`src/rtl/am_rx.sv`:
```
`default_nettype none
// =====================================================================
// am_rx : per-lane 40GBASE-R alignment marker lock, id and flagging
// Rev   : 1.0
// =====================================================================
module am_rx #(
  parameter int LANE_N = 4,
  parameter int HEAD_W = 2,
  parameter int DATA_W = 64,
  parameter int AM_GAP = 16384
) (
  input  logic                     clk,
  input  logic                     nreset,
  input  logic                     valid_i,
  input  logic [LANE_N-1:0]        block_lock_i,
  input  logic [LANE_N*HEAD_W-1:0] head_i,
  input  logic [LANE_N*DATA_W-1:0] data_i,
  output logic                     valid_o,
  output logic [LANE_N*HEAD_W-1:0] head_o,
  output logic [LANE_N*DATA_W-1:0] data_o,
  output logic [LANE_N-1:0]        marker_v_o,
  output logic [LANE_N-1:0]        lane_lock_o,
  output logic [LANE_N*2-1:0]      lane_id_o,
  output logic                     all_lock_o,
  output logic                     id_err_o
);

  localparam int               CNT_W     = $clog2(AM_GAP);
  localparam logic [CNT_W-1:0] CNT_LAST  = CNT_W'(AM_GAP - 1);
  localparam logic [2:0]       BAD_LIMIT = 3'd4;

  typedef enum logic [1:0] {
    ST_SEARCH = 2'd0,
    ST_FIRST  = 2'd1,
    ST_LOCK   = 2'd2
  } state_t;

  state_t                     state_q [LANE_N];
  state_t                     state_d [LANE_N];
  logic [CNT_W-1:0]           cnt_q   [LANE_N];
  logic [CNT_W-1:0]           cnt_d   [LANE_N];
  logic [2:0]                 bad_q   [LANE_N];
  logic [2:0]                 bad_d   [LANE_N];
  logic [1:0]                 id_q    [LANE_N];
  logic [1:0]                 id_d    [LANE_N];
  logic [LANE_N-1:0]          mark_q, mark_d;
  logic [LANE_N-1:0]          lock_q, lock_d;
  logic                       valid_q;
  logic [LANE_N*HEAD_W-1:0]   head_q, head_d;
  logic [LANE_N*DATA_W-1:0]   data_q, data_d;

  logic [LANE_N-1:0]          am_hit;
  logic [LANE_N*2-1:0]        am_id;

  // Marker detect: control header, known lane pattern in B0..B2, B4..B6 its complement.
  for (genvar l = 0; l < LANE_N; l++) begin : g_match
    logic [23:0] key;
    logic [23:0] inv;
    logic        known;
    assign key   = data_i[l*DATA_W +: 24];
    assign inv   = data_i[l*DATA_W + 32 +: 24];
    assign known = (key == 24'h477690) || (key == 24'hE6C4F0) ||
                   (key == 24'h9B65C5) || (key == 24'h3D79A2);
    assign am_hit[l] = (head_i[l*HEAD_W +: HEAD_W] == HEAD_W'(1)) &&
                       (inv == ~key) && known;
    assign am_id[l*2 +: 2] = (key == 24'h477690) ? 2'd0 :
                             (key == 24'hE6C4F0) ? 2'd1 :
                             (key == 24'h9B65C5) ? 2'd2 : 2'd3;
  end

  always_comb begin
    mark_d = mark_q;
    lock_d = '0;
    head_d = valid_i ? head_i : head_q;
    data_d = valid_i ? data_i : data_q;
    for (int l = 0; l < LANE_N; l++) begin
      state_d[l] = state_q[l];
      cnt_d[l]   = cnt_q[l];
      bad_d[l]   = bad_q[l];
      id_d[l]    = id_q[l];
      if (!block_lock_i[l]) begin
        state_d[l] = ST_SEARCH;
        cnt_d[l]   = '0;
        bad_d[l]   = '0;
        id_d[l]    = '0;
        mark_d[l]  = 1'b0;
      end else if (valid_i) begin
        mark_d[l] = 1'b0;
        case (state_q[l])
          ST_SEARCH: begin
            if (am_hit[l]) begin
              state_d[l] = ST_FIRST;
              id_d[l]    = am_id[l*2 +: 2];
              cnt_d[l]   = '0;
            end
          end
          ST_FIRST: begin
            if (cnt_q[l] == CNT_LAST) begin
              cnt_d[l] = '0;
              if (am_hit[l] && (am_id[l*2 +: 2] == id_q[l])) begin
                state_d[l] = ST_LOCK;
                bad_d[l]   = '0;
                mark_d[l]  = 1'b1;
              end else begin
                state_d[l] = ST_SEARCH;
                id_d[l]    = '0;
              end
            end else begin
              cnt_d[l] = cnt_q[l] + 1'b1;
            end
          end
          ST_LOCK: begin
            cnt_d[l] = cnt_q[l] + 1'b1;
            if (cnt_q[l] == CNT_LAST) begin
              // Expected slot is always flagged, even when its content is bad.
              mark_d[l] = 1'b1;
              if (am_hit[l] && (am_id[l*2 +: 2] == id_q[l])) begin
                bad_d[l] = '0;
              end else if (bad_q[l] == BAD_LIMIT - 3'd1) begin
                state_d[l] = ST_SEARCH;
                cnt_d[l]   = '0;
                bad_d[l]   = '0;
                id_d[l]    = '0;
              end else begin
                bad_d[l] = bad_q[l] + 3'd1;
              end
            end
          end
          default: begin
            state_d[l] = ST_SEARCH;
            cnt_d[l]   = '0;
            bad_d[l]   = '0;
            id_d[l]    = '0;
          end
        endcase
      end
      lock_d[l] = (state_d[l] == ST_LOCK);
    end
  end

  always_ff @(posedge clk or negedge nreset) begin
    if (!nreset) begin
      for (int l = 0; l < LANE_N; l++) begin
        state_q[l] <= ST_SEARCH;
        cnt_q[l]   <= '0;
        bad_q[l]   <= '0;
        id_q[l]    <= '0;
      end
      mark_q  <= '0;
      lock_q  <= '0;
      valid_q <= 1'b0;
      head_q  <= '0;
      data_q  <= '0;
    end else begin
      for (int l = 0; l < LANE_N; l++) begin
        state_q[l] <= state_d[l];
        cnt_q[l]   <= cnt_d[l];
        bad_q[l]   <= bad_d[l];
        id_q[l]    <= id_d[l];
      end
      mark_q  <= mark_d;
      lock_q  <= lock_d;
      valid_q <= valid_i;
      head_q  <= head_d;
      data_q  <= data_d;
    end
  end

  // Ids must be distinct and inside 0..LANE_N-1 to form a permutation.
  logic dup;
  logic in_range;
  always_comb begin
    dup      = 1'b0;
    in_range = 1'b1;
    for (int i = 0; i < LANE_N; i++) begin
      if (int'(id_q[i]) >= LANE_N) in_range = 1'b0;
      for (int j = i + 1; j < LANE_N; j++) begin
        if (id_q[i] == id_q[j]) dup = 1'b1;
      end
    end
  end

  assign all_lock_o = (&lock_q) && !dup && in_range;
  assign id_err_o   = (&lock_q) && dup;
  assign valid_o    = valid_q;
  assign head_o     = head_q;
  assign data_o     = data_q;
  assign marker_v_o = mark_q;
  assign lane_lock_o = lock_q;

  for (genvar l = 0; l < LANE_N; l++) begin : g_out
    assign lane_id_o[l*2 +: 2] = id_q[l];
  end

endmodule
`default_nettype wire

```
`config.mk`:
```
export PLATFORM = sky130hd
export DESIGN_NAME = am_rx
export DESIGN_NICKNAME = d
export VERILOG_FILES = /design/src/rtl/am_rx.sv
export SDC_FILE = /design/constraint.sdc
export NUM_CORES = 1
export LEC_CHECK = 0
export ABC_AREA = 1
export BUFFER_PORTS_ARGS = -buffer_cell sky130_fd_sc_hd__buf_2
export CORE_AREA = 2 2 215 217
export CTS_CLUSTER_SIZE = 16
export DETAILED_ROUTE_END_ITERATION = 8
export DIE_AREA = 0 0 217 219
export GPL_TIMING_DRIVEN = 0
export PLACE_DENSITY = 0.69
export REMOVE_ABC_BUFFERS = 1
export SYNTH_ARGS = -nofsm -noshare
export SYNTH_HDL_FRONTEND = slang
export SYNTH_SLANG_ARGS = --single-unit
```
`constraint.sdc`:
```
create_clock -name clk -period 2.7 [get_ports clk]
set_input_delay 0.405 -clock clk [delete_from_list [all_inputs] [get_ports clk]]
set_output_delay 0.405 -clock clk [all_outputs]
set_load 0.01 [all_outputs]
```
==> out/qor.yml, run 1 <==
fill_cells: 4234
grt_pass1_wl_mm: 96.8
startpoint_type: "register"
die_h_um: 219
synth-xor-area-share: 0.0261
synthCells: 2473
cts_root_buf: "clkbuf_16"
grt-ovfl-total: 0
yosys_warnings: 0
cap_violations: 0
fmax_mhz: 390
synth_fa_ha_area_frac: 0.0152
stdcell_area_mm2: 0.0247
drive_gt1_frac: 0.292
place_area_mm2: 0.0232
ys_types: 54
fin_skew_ns: 0.0113
rrSetupSlack_ns: 0.27
timing.rr.end: "cnt_q[4]"
ir_drop_mv: 0.461
area_growth_pct: 24.5
die_w_um: 217
synthFlopType: "dfrtp_1"
ant_nets: 0
synth_top_family_by_area: "simple AND/OR/NAND/NOR gates"
ys_ff_latch: 357
utilization: 0.547
relSlewSlack: 0.395
mostFrequentLayoutCell: "buf_2"
leakagePower_uw: 0.0122
grt_pass1_vias: 18300
dr.pass1.iters: 5
tritoncts: "built"
yosys.area_share.simple: 0.276
worstPathCellList: "xor2_1 > o22ai_1 > a221oi_1 > o221ai_2 > nor2b_1 > buf_2"
fin_ws_ns: 0.137
vias: 18600
hold_path_class: "in2reg"
clk_latency_ns: 0.58
synth_compound_area_frac: 0.0773
dieArea_mm2: 0.0475
min_period_ns: 2.56
slowest_stage: "dfrtp_2"
cts_max_level: 2
nets: 3306
totalPowerFinal_uw: 14100
netlist_area_mm2: 0.0198
hold_depth: 2
mostFrequentLayoutCells: "buf_2, nand2_1, nor2_1"
dp_slack_ns: -0.576
start_util: 0.439
synth_seq_area_share: 0.451
io_buffers: 553
postCtsSetupRepairBufs: 0
drtIter0Drc: 1438
place_congestion: 0.939
cp.buffers_inverters: 1
cp.arrival_ns: 2.16
dpl.hpwl_mm: 48.0
slowest_delay_ns: 0.49
cts_max_path_buffers: 3
critPathRequiredTime_ns: 2.30
worst-slew-pin-transition_ns: 0.902
grt_max_degree: 160
grt_use_total: 0.255
cp_top_family: "compound AO/OA/AOI/OAI gates"
powerDensity_mw_per_mm2: 571
hold_violations: 0
avgSynthCellArea_um2: 8.01
synth_edf_count: 0
worstSetupEndpointType: "primary output"
crit_type: "reg2out"
muxShareOfSynthArea: 0.0847
reg2reg_from: "state_q[1]"
setup_viol: 0
rows: 78
rr_worst_depth: 9
status: "finished, final reports clean"
wl_per_cell_um: 17.0
cts.sinks: 357
tns_ns: 0
viasPerCell: 5.10
async_flop_share: 1.00
min_from: "data_i[60]"
antenna_found_initial: 4
ios: 554
clk_pin_slew_worst_paths_ns: 0.06
period_share: 0.949
numCtsBuffers: 42
cp_max_fo: 7
hold_end: "data_o[60]"
fp.coreArea_mm2: 0.0451
drc: 0
drv_slew: 0
wirelength_mm: 61.8
cells in the mapped netlist (all sizes together) (2+ instances only):
cell type | number | area share
a31oi | 3 | 0.00095
nand3 | 128 | 0.034
a21boi | 2 | 0.00076
mux2 | 149 | 0.085
xor2 | 34 | 0.015
and2 | 2 | 0.00063
o21ai | 70 | 0.022
ha | 24 | 0.015
dfrtp | 357 | 0.45
nor3 | 20 | 0.0053
nor4 | 8 | 0.0025
o22ai | 23 | 0.013
inv | 290 | 0.055
a21oi | 135 | 0.035
o2111ai | 2 | 0.00088
buf | 21 | 0.0056
o21a | 3 | 0.0011
nand2 | 535 | 0.10
nor3b | 5 | 0.0021
o31ai | 3 | 0.0011
o211ai | 3 | 0.0011
or2 | 11 | 0.0035
nand4 | 58 | 0.019
nor2 | 496 | 0.10
nand3b | 11 | 0.0042
and3 | 2 | 0.00063
or3 | 2 | 0.00063
clkbuf | 45 | 0.0087
xnor2 | 25 | 0.011
final cells by class:
cell class / count / area (um^2) / share of cell area
well taps: 600 / 751 / 0.0305
diodes: 3 / 7.51 / 0.000305
repair buffers: 560 / 2960 / 0.120
multi-input cells: 1760 / 9500 / 0.386
clock buffers: 62 / 1200 / 0.0485
clock inverters: 14 / 195 / 0.00792
flip-flops and latches: 357 / 8940 / 0.363
inverters: 290 / 1100 / 0.0446
worst register-to-register path, stage by stage (launching register included):
cell and delay, ns:
dfrtp_1 0.42, inv_1 0.14, ha_1 0.26, nand2_1 0.10, o21ai_1 0.72, inv_2 0.22, nand3_2 0.16, a21oi_4 0.06
inv_4 0.16, o22ai_2 0.08
report_power, final:
part,internal (uW),switching [uW]
sequential,5750,243
combinational,919,1390
clock,3390,2380
metrics by stage:
step | hold slack, ns | cells
final | 0.0551 | 3646
after global routing | 0.0340 | 3646
after CTS | 0.0143 | 3642
after detailed placement | 0.318 | 3565
after global placement | 0.463 | 3560
after floorplan | 0.109 | 2407
cells by family (layout without fill, tap and decap cells):
logic type | after synthesis | after routing
adder cells (fa/ha/maj) | 24 | 24
buffers and inverters | 356 | 926
AO/OA/AOI/OAI | 248 | 248
multiplexers | 149 | 149
AND/OR/NAND/NOR | 1280 | 1280
flip-flops | 357 | 357
XOR/XNOR | 59 | 59
other | 0 | 3
routing by layer:
metal | vias up | routed length [um] | global-route usage
met3 | 123 | 3870 | 0.0459
met2 | 649 | 30400 | 0.445
met5 | - | 12 | 0
met1 | 8799 | 25500 | 0.315
li1 | 9020 | - | -
met4 | 2 | 2060 | 0.0922
flip-flops by register name (all words and copies together) (netlist names):
name	flops
lane_lock_o	4
bad_q	12
data_o	256
lane_id_o	8
state_q	8
cnt_q	56
valid_o	1
head_o	8
marker_v_o	4
timing repair:
action | in CTS | in global routing
gates cloned | 0 | 1
endpoints found under the hold margin | 39 | 0
endpoints found under the setup margin | 2 | 28
resized for setup | 2 | 7
hold buffers | 1 | 0
worst max path at each step:
stage                     depth (start not counted)         start          end  slack [ns]
final                                             6  lane_id_o[1]     id_err_o        0.14
after global routing                              6  lane_id_o[0]     id_err_o       -0.02
after CTS                                         6  lane_id_o[4]     id_err_o       0.007
after detailed placement                          8       valid_i    cnt_q[19]       -0.58
after global placement                            1        nreset  data_o[158]       -5.83
after floorplan                                  11   data_i[172]    cnt_q[27]        0.47
No activity file was read; power rests on OpenSTA's default activity.
==> run 2, diff against run 1 <==
--- a/config.mk
+++ b/config.mk
@@ -7,12 +7,15 @@
 export LEC_CHECK = 0
 export ABC_AREA = 1
 export BUFFER_PORTS_ARGS = -buffer_cell sky130_fd_sc_hd__buf_2
-export CORE_AREA = 2 2 215 217
+export CELL_PAD_IN_SITES_DETAIL_PLACEMENT = 0
+export CELL_PAD_IN_SITES_GLOBAL_PLACEMENT = 1
+export CORE_ASPECT_RATIO = 0.9
+export CORE_MARGIN = 2
+export CORE_UTILIZATION = 38
 export CTS_CLUSTER_SIZE = 16
 export DETAILED_ROUTE_END_ITERATION = 8
-export DIE_AREA = 0 0 217 219
 export GPL_TIMING_DRIVEN = 0
-export PLACE_DENSITY = 0.69
+export PLACE_DENSITY_LB_ADDON = 0.1
 export REMOVE_ABC_BUFFERS = 1
 export SYNTH_ARGS = -nofsm -noshare
 export SYNTH_HDL_FRONTEND = slang
==> run 2 against run 1 <==
Effect of this change:
- register-to-register slack gained 0.02 ns
- combinational power grew 2%
- cell area grew 0.95%
- power grew 0.78%
- non-clock buffer count grew 3
==> out/qor.yml, run 2 (synthesis results as in run 1) <==
start_util: 0.384
cts_max_level: 2
worstSetupEndpointType: "primary output"
largest_register_ffs: 256
drv_slew: 0
die_w_um: 245
timing.rr.end: "cnt_q[19]"
ios: 554
dp_slack_ns: -1.26
viasPerCell: 4.89
rr_worst_depth: 12
place_area_mm2: 0.0233
die_h_um: 221
period_share: 0.919
tritoncts: "built"
worstPathCellList: "xor2_1 > o22ai_1 > a221oi_2 > o221ai_2 > nor2b_1 > buf_2"
crit_type: "reg2out"
area_growth_pct: 25.7
setup_viol: 0
startpoint_type: "register"
cap_violations: 0
fp.coreArea_mm2: 0.0516
wl_per_cell_um: 17.6
drive_gt1_frac: 0.296
vias: 18300
mostFrequentLayoutCell: "buf_2"
status: "finished, final reports clean"
drc: 0
wirelength_mm: 65.9
critPathRequiredTime_ns: 2.30
clk_pin_slew_worst_paths_ns: 0.06
cp-startpoint: "lane_id_o[5]"
relSlewSlack: 0.503
grt_pass1_vias: 18000
dieArea_mm2: 0.0540
cp_max_fo: 7
numCtsBuffers: 43
slowest_stage: "dfrtp_2"
slowest_delay_ns: 0.49
cts_root_buf: "clkbuf_16"
grt_setup_unrepaired: "no"
mostFrequentLayoutCells: "buf_2, nand2_1, nor2_1"
cp-endpoint: "id_err_o"
fmax_mhz: 403
stdcell_area_mm2: 0.0249
tns_ns: 0
antenna_found_initial: 14
rows: 79
utilization: 0.482
powerDensity_mw_per_mm2: 570
reg2reg_from: "cnt_q[14]"
fill_cells: 5243
grt_use_total: 0.240
nets: 3310
place_congestion: 0.900
ir_drop_mv: 0.420
cts.sinks: 357
hold_violations: 0
min_period_ns: 2.48
grt-ovfl-total: 0
grt_max_degree: 133
fin_ws_ns: 0.220
fin_skew_ns: 0.0215
worst-slew-pin-transition_ns: 0.746
dr.pass1.iters: 7
hold_path_class: "in2reg"
cts_max_path_buffers: 3
clk_latency_ns: 0.58
grt_pass1_wl_mm: 102
cp.arrival_ns: 2.08
leakagePower_uw: 0.0123
dpl.hpwl_mm: 51.4
rrSetupSlack_ns: 0.29
ant_nets: 0
io_buffers: 553
drtIter0Drc: 994
-- run 2: area by class of cell --
cell class                 instances  area (um^2)  share of cell area
clock buffer                      58         1220              0.0491
antenna                           11         27.5             0.00111
timing repair buffer             563         3020               0.121
clock inverter                    19          196             0.00789
inverter                         290         1100              0.0442
sequential                       357         8940               0.359
tap                              688          861              0.0346
multi-input combinational       1760         9520               0.383
-- run 2: routing by layer --
metal  global-route usage  vias to the layer above  part of all wire
met1                0.302                     8641              0.43
met4               0.0898                        8             0.032
met5                    0                        -           0.00077
met2                0.404                      488              0.48
met3               0.0548                      115             0.061
li1                     -                     9070                 -
-- run 2: what timing repair did --
action / CTS / global route
resized for setup: 7 / 6
pin swaps: 0 / 0
endpoints found under the setup margin: 18 / 47
hold endpoints to repair: 72 / 0
cloned: 2 / 0
setup buffers: 0 / 2
hold buffers: 1 / 0
-- run 2: worst min-delay path by stage --
stage	start	to	cells past startpoint
6_report	data_i[250]	data_o[250]	2
5_1_grt	data_i[62]	data_o[62]	2
4_1_cts	data_i[156]	data_o[156]	2
3_5_place_dp	nreset	valid_o	1
3_3_place_gp	bad_q[4]	bad_q[4]	2
2_1_floorplan	nreset	bad_q[0]	0
-- run 2: stage by stage --
stage | std cells | hold slack (ns) | power (uW)
after floorplan | 2407 | 0.109 | 7100
after global placement | 3648 | 0.458 | 8440
after detailed placement | 3653 | 0.409 | 8420
after CTS | 3733 | 0.0116 | 14400
after global routing | 3743 | 0.0249 | 14900
final | 3746 | 0.0479 | 14200
-- run 2: critical path, delay by kind of cell (launching register included) --
| family | cells | cell delay (ns) |
|---|---|---|
| xor+xnor | 1 | 0.22 |
| buf+inv | 1 | 0.13 |
| compound gates | 3 | 0.51 |
| flops | 1 | 0.49 |
| simple gates | 1 | 0.16 |
-- run 2: power by group --
group,leakage (uW),internal [uW],switching (uW)
logic,0.00733,933,1430
clock network,0.000706,3390,2440
registers,0.00430,5750,238
total,0.0123,10100,4110
==> run 3, diff against run 2 <==
--- a/config.mk
+++ b/config.mk
@@ -11,7 +11,7 @@
 export CELL_PAD_IN_SITES_GLOBAL_PLACEMENT = 1
 export CORE_ASPECT_RATIO = 0.9
 export CORE_MARGIN = 2
-export CORE_UTILIZATION = 38
+export CORE_UTILIZATION = 35
 export CTS_CLUSTER_SIZE = 16
 export DETAILED_ROUTE_END_ITERATION = 8
 export GPL_TIMING_DRIVEN = 0
==> constraint.sdc (replaced) <==
create_clock -name clk -period 2.2 [get_ports clk]
set_input_delay 0.33 -clock clk [delete_from_list [all_inputs] [get_ports clk]]
set_output_delay 0.33 -clock clk [all_outputs]
set_load 0.01 [all_outputs]
==> run 3 against run 2 <==
Effect of this change:
- combinational power up 33%
- cell area up 8.0%
- clock power up 28%
- critical path type unchanged
- final cell count up 6.0%
- utilization down 0.093 points
- the run now ends with setup timing left
- worst setup slack worse by 0.37 ns
- first-iteration DRC count up 6.8%
- largest cell class unchanged
- critical path depth unchanged
- highest routed layer unchanged
- critical endpoint unchanged
==> out/qor.yml, run 3 (synthesis results as in run 1) <==
setup_viol: 2
dr.pass1.iters: 5
slowest_delay_ns: 0.49
worstPathCellList: "xor2_1 > o22ai_1 > a221oi_2 > o221ai_2 > nor2b_1 > buf_2"
worstSetupEndpointType: "primary output"
tritoncts: "built"
relSlewSlack: 0.553
tns_ns: -0.276
antenna_found_initial: 11
rr_worst_depth: 17
area_growth_pct: 35.7
hold_violations: 0
worst-slew-pin-transition_ns: 0.670
drive_gt1_frac: 0.317
violations: "setup timing"
hold_path_class: "in2reg"
place_congestion: 0.889
grt-ovfl-total: 0
grt_util_met2: 0.388
min_period_ns: 2.35
totalPowerFinal_uw: 18000
cp_max_fo: 6
slowest_stage: "dfrtp_1"
nets: 3471
hold_depth: 3
vias: 18900
dieArea_mm2: 0.0585
fin_skew_ns: 0.0125
clk_latency_ns: 0.59
crit_type: "reg2out"
leakagePower_uw: 0.0131
drtIter0Drc: 1062
hold_end: "data_o[232]"
cap_violations: 0
die_w_um: 255
fin_ws_ns: -0.153
drv_slew: 0
timing.rr.end: "lane_lock_o[1]"
rows: 82
grt_max_degree: 135
status: "finished, violations left"
cts_root_buf: "clkbuf_16"
io_buffers: 553
wl_per_cell_um: 17.2
largest_register_ffs: 256
cts.sinks: 357
reg2reg_from: "cnt_q[28]"
clk_pin_slew_worst_paths_ns: 0.06
drc: 0
numCtsBuffers: 42
min_from: "data_i[232]"
mostFrequentLayoutCells: "buf_2, nand2_1, nor2_1"
ios: 554
wirelength_mm: 68.4
grt_pass1_wl_mm: 105
dpl.hpwl_mm: 51.5
powerDensity_mw_per_mm2: 668
fmax_mhz: 425
mostFrequentLayoutCell: "buf_2"
fp.coreArea_mm2: 0.0558
cp-startpoint: "lane_id_o[3]"
period_share: 1.07
cts_max_level: 2
grtUsageMet1: 0.284
critPathRequiredTime_ns: 1.87
die_h_um: 230
ant_nets: 0
ir_drop_mv: 0.523
grt_pass1_vias: 18800
startpoint_type: "register"
rrSetupSlack_ns: 0.09
grtUsageMet3: 0.0535
viasPerCell: 4.76
start_util: 0.355
cp.arrival_ns: 2.02
fill_cells: 5587
grt_setup_unrepaired: "yes"
grt_use_total: 0.228
busiest_layer: "met2"
cts_max_path_buffers: 3
==> run 3: cell types whose count changed in the layout (fill, tap and decap cells not counted), moves of 5 or more <==
cell,before,now
diode_2,11,4
nor2_1,467,452
buf_4,2,50
o21ai_0,42,37
dlygate4sd3_1,1,109
nand2_1,527,511
nand2_2,6,19
nor2_4,3,11
nand3_1,120,114
nor2_2,24,31
==> run 3: area by class of cell <==
type	instances	area [um^2]	area share
timing repair inverter	1	5.00	0.000186
tap	756	946	0.0352
clock buffer	54	1150	0.0427
sequential	357	8940	0.333
antenna	4	10.0	0.000373
inverter	290	1100	0.0411
multi-input combinational	1763	9900	0.368
clock inverter	23	319	0.0119
timing repair buffer	721	4500	0.167
==> run 3: through the flow <==
stage	area [um^2]	hold WS [ns]	instances	worst slack, ns	utilization
finish	26900	0.0341	3969	-0.153	0.481
global route	26900	0.0175	3969	-0.250	0.481
CTS	26200	0.000890	3920	-0.216	0.469
detailed placement	23400	0.298	3721	-1.20	0.419
global placement	23200	0.466	3716	-6.38	0.416
floorplan	19500	0.0344	2407	0.0407	-
==> run 3: power by group <==
group          internal [uW]  total, uW  switching, uW  leakage, uW
Sequential              7060       7350            291      0.00430
Combinational           1310       3130           1810      0.00808
Clock                   4430       7480           3040     0.000724
Total                  12800      18000           5150       0.0131
==> run 3: what timing repair did <==
action,4_1_cts,5_1_grt
pin swaps,9,47
endpoints found under the hold margin,169,0
gates resized for setup,31,76
hold buffers,109,0
setup buffers,10,43
setup endpoints to repair,80,93
gates cloned,3,3
==> run 3: critical path, delay by kind of cell, from the launching register on <==
kind / cells / cell delay (ns)
AOI/OAI and AO/OA: 3 / 0.49
xor gates and xnor gates: 1 / 0.17
buffers and inverters: 1 / 0.13
DFF: 1 / 0.49
and+or+nand+nor: 1 / 0.15
==> run 3: worst max path at each step <==
stage,end,slack (ns),cells after the start
2_1_floorplan,cnt_q[27],0.04,11
3_3_place_gp,data_o[128],-6.38,1
3_5_place_dp,cnt_q[28],-1.20,8
4_1_cts,id_err_o,-0.22,6
5_1_grt,id_err_o,-0.25,6
6_report,id_err_o,-0.15,6
==> run 3: layer usage <==
metal,part of all wire,wire length (um)
met5,0.0011,74
met4,0.031,2150
met3,0.062,4270
met2,0.49,33200
met1,0.42,28700
